[src/rtl/bitwise_accum.sv]
// rtl/bitwise_accum.sv - streaming bitwise reduction of a word packet
//
// Folds a packet of WIDTH-bit words into one result word with a per-packet
// bitwise operation (AND / OR / XOR / PASS, optional final inversion). It also
// reports a saturating word count. Both sides use a valid/ready handshake.
//
// Ports:
//   clock      - single clock, all state updates on rising edge
//   reset      - synchronous, active-high
//   in_valid   - input word present
//   in_ready   - unit can accept a word this cycle
//   in_data    - input word
//   in_last    - marks the final word of a packet
//   op         - [1:0] 00 AND, 01 OR, 10 XOR, 11 PASS; [2] invert result.
//                Sampled only on a packet's first beat.
//   out_valid  - result available (held until out_ready)
//   out_ready  - consumer accepts result
//   out_data   - reduced result
//   out_count  - words in packet, saturating at all-ones

module bitwise_accum #(
  parameter int WIDTH   = 16,
  parameter int COUNT_W = 8
) (
  input  logic               clock,
  input  logic               reset,
  input  logic               in_valid,
  output logic               in_ready,
  input  logic [WIDTH-1:0]   in_data,
  input  logic               in_last,
  input  logic [2:0]         op,
  output logic               out_valid,
  input  logic               out_ready,
  output logic [WIDTH-1:0]   out_data,
  output logic [COUNT_W-1:0] out_count
);

  typedef enum logic [1:0] {
    S_IDLE,
    S_ACC,
    S_DONE
  } state_t;

  state_t               state_q;
  logic [WIDTH-1:0]     acc_q;
  logic [WIDTH-1:0]     acc_d;
  logic [COUNT_W-1:0]   cnt_q;
  logic [COUNT_W-1:0]   cnt_d;
  logic [2:0]           op_q;
  logic [2:0]           op_eff;
  logic [WIDTH-1:0]     res_d;
  logic                 out_valid_q;
  logic [WIDTH-1:0]     out_data_q;
  logic [COUNT_W-1:0]   out_count_q;
  logic                 beat;

  // Gated by reset so no beat is ever seen as accepted during reset.
  assign in_ready  = !reset && (state_q != S_DONE);
  assign beat      = in_valid && in_ready;

  assign out_valid = out_valid_q;
  assign out_data  = out_data_q;
  assign out_count = out_count_q;

  // Next accumulator/count for the beat being offered. On the first beat the
  // live op input is used (it is being captured this cycle); afterwards the
  // captured op_q is used so later op changes are ignored.
  always_comb begin
    op_eff = (state_q == S_IDLE) ? op : op_q;
    acc_d  = acc_q;
    cnt_d  = cnt_q;
    if (state_q == S_IDLE) begin
      acc_d = in_data;
      cnt_d = COUNT_W'(1);
    end else begin
      unique case (op_q[1:0])
        2'b00:   acc_d = acc_q & in_data;
        2'b01:   acc_d = acc_q | in_data;
        2'b10:   acc_d = acc_q ^ in_data;
        default: acc_d = in_data;
      endcase
      cnt_d = (cnt_q == {COUNT_W{1'b1}}) ? cnt_q : cnt_q + COUNT_W'(1);
    end
    // Inversion is applied once, to the final result only.
    res_d = op_eff[2] ? ~acc_d : acc_d;
  end

  always_ff @(posedge clock) begin
    if (reset) begin
      state_q     <= S_IDLE;
      acc_q       <= '0;
      cnt_q       <= '0;
      op_q        <= '0;
      out_valid_q <= 1'b0;
      out_data_q  <= '0;
      out_count_q <= '0;
    end else begin
      unique case (state_q)
        S_IDLE, S_ACC: begin
          if (beat) begin
            acc_q <= acc_d;
            cnt_q <= cnt_d;
            if (state_q == S_IDLE) begin
              op_q <= op;
            end
            if (in_last) begin
              state_q     <= S_DONE;
              out_valid_q <= 1'b1;
              out_data_q  <= res_d;
              out_count_q <= cnt_d;
            end else begin
              state_q <= S_ACC;
            end
          end
        end
        S_DONE: begin
          // Result registers stay untouched here, so they are stable while
          // out_valid is high.
          if (out_ready) begin
            state_q     <= S_IDLE;
            out_valid_q <= 1'b0;
          end
        end
        default: begin
          state_q     <= S_IDLE;
          out_valid_q <= 1'b0;
        end
      endcase
    end
  end

endmodule

[config.mk]
export PLATFORM = sky130hd
export DESIGN_NAME = bitwise_accum
export DESIGN_NICKNAME = d
export VERILOG_FILES = /design/src/rtl/bitwise_accum.sv
export SDC_FILE = /design/constraint.sdc
export NUM_CORES = 1
export LEC_CHECK = 0
export ABC_AREA = 0
export CAP_MARGIN = 25
export CORE_AREA = 2 2 81 98
export CTS_BUF_LIST = sky130_fd_sc_hd__clkbuf_4 sky130_fd_sc_hd__clkbuf_8
export DETAILED_ROUTE_END_ITERATION = 8
export DIE_AREA = 0 0 83 100
export DONT_BUFFER_PORTS = 1
export MAX_ROUTING_LAYER = met4
export PLACE_DENSITY_LB_ADDON = 0.05
export SLEW_MARGIN = 20
export SYNTH_ARGS = -nofsm -noshare
export SYNTH_HDL_FRONTEND = slang
export SYNTH_SLANG_ARGS = --single-unit
[constraint.sdc]
create_clock -name clock -period 2.4 [get_ports clock]
set_input_delay 0.24 -clock clock [delete_from_list [all_inputs] [get_ports clock]]
set_output_delay 0.24 -clock clock [all_outputs]
set_load 0.01 [all_outputs]
# Yosys cells after proc, flatten, opt, wreduce, memory -nomap -nowiden
# Cells that the tools add are included.
[op_classes]
addsub = 1
bitwise_logic = 4
n_reduce_logical = 11
eq_ne = 9
mux = 14
[op_table]
columns = ["op", "n"]
rows = [
  ["case mux 16 bit (3 select lines)", 1],
  ["2-to-1 mux 16 bit", 2],
  ["AND 16 bit", 1],
  ["2-to-1 mux 8 bit", 2],
  ["NOT 16 bit", 1],
  ["bitwise OR 16 bit", 1],
  ["XOR 16 bit", 1],
  ["AND reduction 3 bit", 3],
  ["adder 8 x 1 -> 8 bit (second input constant)", 1],
  ["equality test 8 bit (second input constant)", 1],
  ["inequality test 2 bit (second input constant)", 4],
  ["2-to-1 mux 2 bit", 3],
  ["equality test 2 x 1 -> 1 bit (second input constant)", 2],
  ["equality test 2 bit (second input constant)", 2],
  ["zero test 2 bit", 2],
  ["case mux 2 bit (2 select lines)", 1],
  ["AND reduction 2 bit", 2],
  ["2-to-1 mux 1 bit", 3],
  ["2-to-1 mux 3 bit", 1],
  ["logical AND 1 bit", 2],
  ["case mux 1 bit (2 select lines)", 1],
  ["OR reduction 2 bit", 1],
  ["zero test 1 bit", 1],
]
[totals]
reg_bits = 54
word_cells = 47

# Logic depth before layout (Yosys ltp)
[logic_depth]
depth_word = 5
ltp_mapped = 6
mapped_depth_nobuf = 6

# Worst setup path before layout
# Ideal clock, no wire load.
[synth_timing]
path_kind = "register to register"
startpoint = "register state_q[1]"
endpoint = "register cnt_q[0]"
required_time_ns = 2.272
arrival_ns = 1.361
path_stages_with_launch = 7
slack_ns = 0.912
setup_ns = 0.128
path_cell_list = "dfxtp_1 buf_6 or3b_1 clkbuf_1 a211oi_2 mux2_2 nor2_1"
[synth_between]
elab_chain_len = 4
[synth_lines]
columns = ["element", "line_no", "text"]
rows = [
  ["from (decl)", "44", "state_t state_q;"],
  ["from (signal assigned)", "90", "state_q <= S_IDLE;"],
  ["from (signal assigned)", "107", "state_q <= S_DONE;"],
  ["from (signal assigned)", "112", "state_q <= S_ACC;"],
  ["inequality test 2 bit", "58", "assign in_ready = !reset && (state_q != S_DONE);"],
  ["logical AND 1 bit", "58", ""],
  ["logical AND 1 bit", "59", "assign beat = in_valid && in_ready;"],
  ["AND reduction 2 bit (no source line)", "--", ""],
  ["to (signal assigned)", "102", "cnt_q <= cnt_d;"],
  ["to (decl)", "47", "logic [COUNT_W-1:0] cnt_q;"],
]
# Several ways; a longest one is shown, not always the timed one.
# A chain may end at the register's enable or synchronous reset.

# Worst setup path in the final report
# Same ends and word-level chain as after synthesis.

==> reports/results.tsv <==
stage	metric	value	unit
synthesis	compound-cell area share of the yosys netlist	0.297	
global_route	largest net degree at the start of global routing	34	
worst_setup_path	reg2reg setup slack	0.49	ns
worst_setup_path	Reg2Reg Launch Point	state_q[1]	
power_and_ir_drop	overall power	2000	µW
drt	Vias/cell	6.04	
clocking	CTS Buf Count	5	
flow_run	MaxCap Viol Count	0	
timing	Final min period	1.91	ns
worst_setup_path	startpoint types	register	
floorplan	I/O pin cnt	50	
hold_path	hold crit path type	input pin to register	
worst_setup_path	reg2reg path depth	5	
clocking	CTS H-tree lvls	2	
timing	slew at the pin closest to its max-slew limit	0.668	ns
timing	fmax	0.523	GHz
timing	RSZ-0062 raised after global routing	no	
cells_and_area	Final nets	473	
clocking	hold buffers post-CTS	1	
hold_path	Worst Hold Launch	op[2]	
synthesis	largest family of logic cells by synthesized area	compound AO/OA/AOI/OAI gates	
global_route	initial antenna violation count	0	
worst_setup_path	WP buf/inv	1	
synthesis	average footprint of a synthesized cell	8.30	µm²
placed_design	I/O Buffers	0	
global_route	GR Layer Usage met3	0.0378	
synthesis	Synth top cells by count	dfxtp_1, inv_1, a21oi_1	
synthesis	Synth Area in XOR/XNOR	0.00245	
cells_and_area	Layout fillers	749	
placed_design	gpl congestion	0.771	
drt	Final ANT Viol Nets	0	
global_route	GR Util met2	0.374	
drt	DRC Markers	0	
synthesis	Synth area leaders	dfxtp_1, ha_1, a21oi_1	
global_route	grt ovf	0	
synthesis	Synth Warn #	0	
timing	Hold Vio Cnt, Final	0	
synthesis	Netlist cell types	54	
cells_and_area	Antenna diodes	0	
synthesis	Post-Syn Nets	487	
clocking	Post-CTS Repair Setup Buffers	0	
timing	setup_tns	0	ns
synthesis	count leader, synth	dfxtp_1	
synthesis	synthesis-stage register bit count	54	
clocking	clk slew on worst S/H paths	0.11	ns
worst_setup_path	critical path class	register to register	
worst_setup_path	RR Endpoint	cnt_q[0]	
synthesis	post-synth top area share	0.303	
floorplan	Die Y-Extent	100	µm
global_route	first-pass GRT wire length	14600	µm
worst_setup_path	CP peak stage delay	0.68	ns
global_route	vias in the first global route	2939	
clocking	clk root buf	clkbuf_8	
placed_design	Final HPWL DP	6040	µm
cells_and_area	area of the multi-input gates	2190	µm²
outcome	status	finished, final reports clean	
clocking	Resize count post-CTS	0	
drt	via count	3076	
worst_setup_path	Critical Path RT	2.62	ns
timing	Tcrit/Tclk final	0.797	
timing	# setup viols final	0	
synthesis	Post-Syn Area	3570	µm²
global_route	overall global routing resource usage	0.219	
synthesis	post-synth top area cell	dfxtp_1	
floorplan	core box area	7490	µm²
drt	Routed WL per cell	17.5	µm
clocking	clk sink count	54	
hold_path	WHS Endpoint	op_q[2]	
clocking	CTS Buffer Depth	2	
floorplan	Starting Density	0.477	
synthesis	Post-synth ARST share	0	
global_route	GRT Max-Usage Layer	met2	
drt	WL final	8890	µm
drt	router iterations before antenna repair	4	
worst_setup_path	Critical Path AT	2.13	ns
floorplan	full die area	8300	µm²
worst_setup_path	delay-heaviest family, CP	simple AND/OR/NAND/NOR gates	
worst_setup_path	Worst setup EP type	register	
drt	initial DRC count	106	
floorplan	row cnt	35	
power_and_ir_drop	PD cells	535	nW/µm²
cells_and_area	synthesis-to-finish area growth	4.94	%
synthesis	multiplexer share of the synthesized area	0.0256	
worst_setup_path	worst path cell trace	buf_4 > or3b_1 > a211oi_2 > mux2_2 > nor2_1	
power_and_ir_drop	peak supply drop	0.367	mV
global_route	met1 Track Usage GR	0.270	
synthesis	post-synthesis simple-gate area fraction	0.170	
synthesis	Synth Area in Adders	0.116	
clocking	CTS tree	done	
clocking	Clk Latency, worst-skew pair	0.31	ns
timing	worst relative slew slack	0.555	
synthesis	Post-synth EDFFs	0	
synthesis	ys flop type	dfxtp_1	
floorplan	Die W	83	µm
timing	Layout Skew	0.00731	ns
worst_setup_path	CP max stage cell	or3b_1	
cells_and_area	FF+latch area	1080	µm²
worst_setup_path	Worst Path Max Fanout	15	
synthesis	Post-Syn Instances	430	
synthesis	sequential area share after synthesis	0.303	
hold_path	hold path cells	2	
cells_and_area	fraction of layout cells with a size suffix above 1	0.0719	
timing	fin. max-slew vios	0	
power_and_ir_drop	Lkg Pwr	0.00147	µW
where the power goes:
| group | internal [µW] | total, µW | switching (µW) |
|---|---|---|---|
| clock network | 311 | 630 | 319 |
| registers | 943 | 993 | 50.1 |
| logic | 147 | 380 | 233 |
| total | 1400 | 2000 | 602 |
routing by layer:
metal  up-vias  share of wire
met5         -              0
met4         0         0.0062
met3         4          0.039
met2        55           0.49
met1      1479           0.46
li1       1538              -
layout make-up:
type	instances	share of cell area
multi-input cells	308	0.585
flip-flops and latches	54	0.289
clock inverters	3	0.0120
well taps	92	0.0307
inverters	36	0.0361
clock buffers	5	0.0184
repair buffers	11	0.0287
cells in the final DEF (no fill, tap or decap), drive strengths merged, types with 7 or more instances in the layout:
master | synthesis | routed
nor2b | 11 | 11
dfxtp | 54 | 54
o211ai | 17 | 17
ha | 33 | 33
and2 | 10 | 10
inv | 36 | 36
a211oi | 11 | 11
o21ai | 19 | 19
a21oi | 34 | 34
o22ai | 8 | 8
nor2 | 32 | 32
o211a | 8 | 8
a22oi | 9 | 9
nand2 | 32 | 32
a31oi | 7 | 7
a2111o | 8 | 8
mux2i | 8 | 8
nand2b | 8 | 8
buf | 20 | 11
a221o | 8 | 8
o32ai | 8 | 8
cells by family (layout without fill, tap and decap cells):
kind of cell,after synthesis,after routing
compound gates,148,148
simple gates,117,117
buf+inv,68,55
flops,54,54
fa+ha+maj,33,33
mux,9,9
xor+xnor,1,1
registers in the layout (all words and copies together), names as in the netlist:
name	flops
out_data	16
out_count	8
out_valid	1
state_q	2
acc_q	16
cnt_q	8
op_q	3
worst max path at each step:
stage,startpoint,endpoint,slack [ns],cells after the start
floorplan,state_q[1],cnt_q[0],0.91,6
global placement,state_q[1],cnt_q[0],0.51,5
detailed placement,state_q[1],cnt_q[0],0.49,5
CTS,state_q[1],cnt_q[0],0.46,5
global route,op_q[0],acc_q[1],0.30,4
finish,state_q[1],cnt_q[0],0.49,5
worst register-to-register path: stages (launching register included):
cell and delay [ns]:
dfxtp_1 0.39, buf_4 0.20, or3b_1 0.68, a211oi_2 0.33, mux2_2 0.19, nor2_1 0.03
per-stage QoR:
step	setup slack [ns]	hold slack, ns	instance area, µm²	std cells	util
6_report	0.486	0.0781	3740	509	0.500
2_1_floorplan	0.912	0.376	3570	430	-
4_1_cts	0.463	0.0633	3740	509	0.500
3_3_place_gp	0.508	0.314	3610	500	0.482
3_5_place_dp	0.492	0.316	3610	500	0.482
5_1_grt	0.299	0.0900	3740	509	0.500
(Power assumes the default switching activity.)
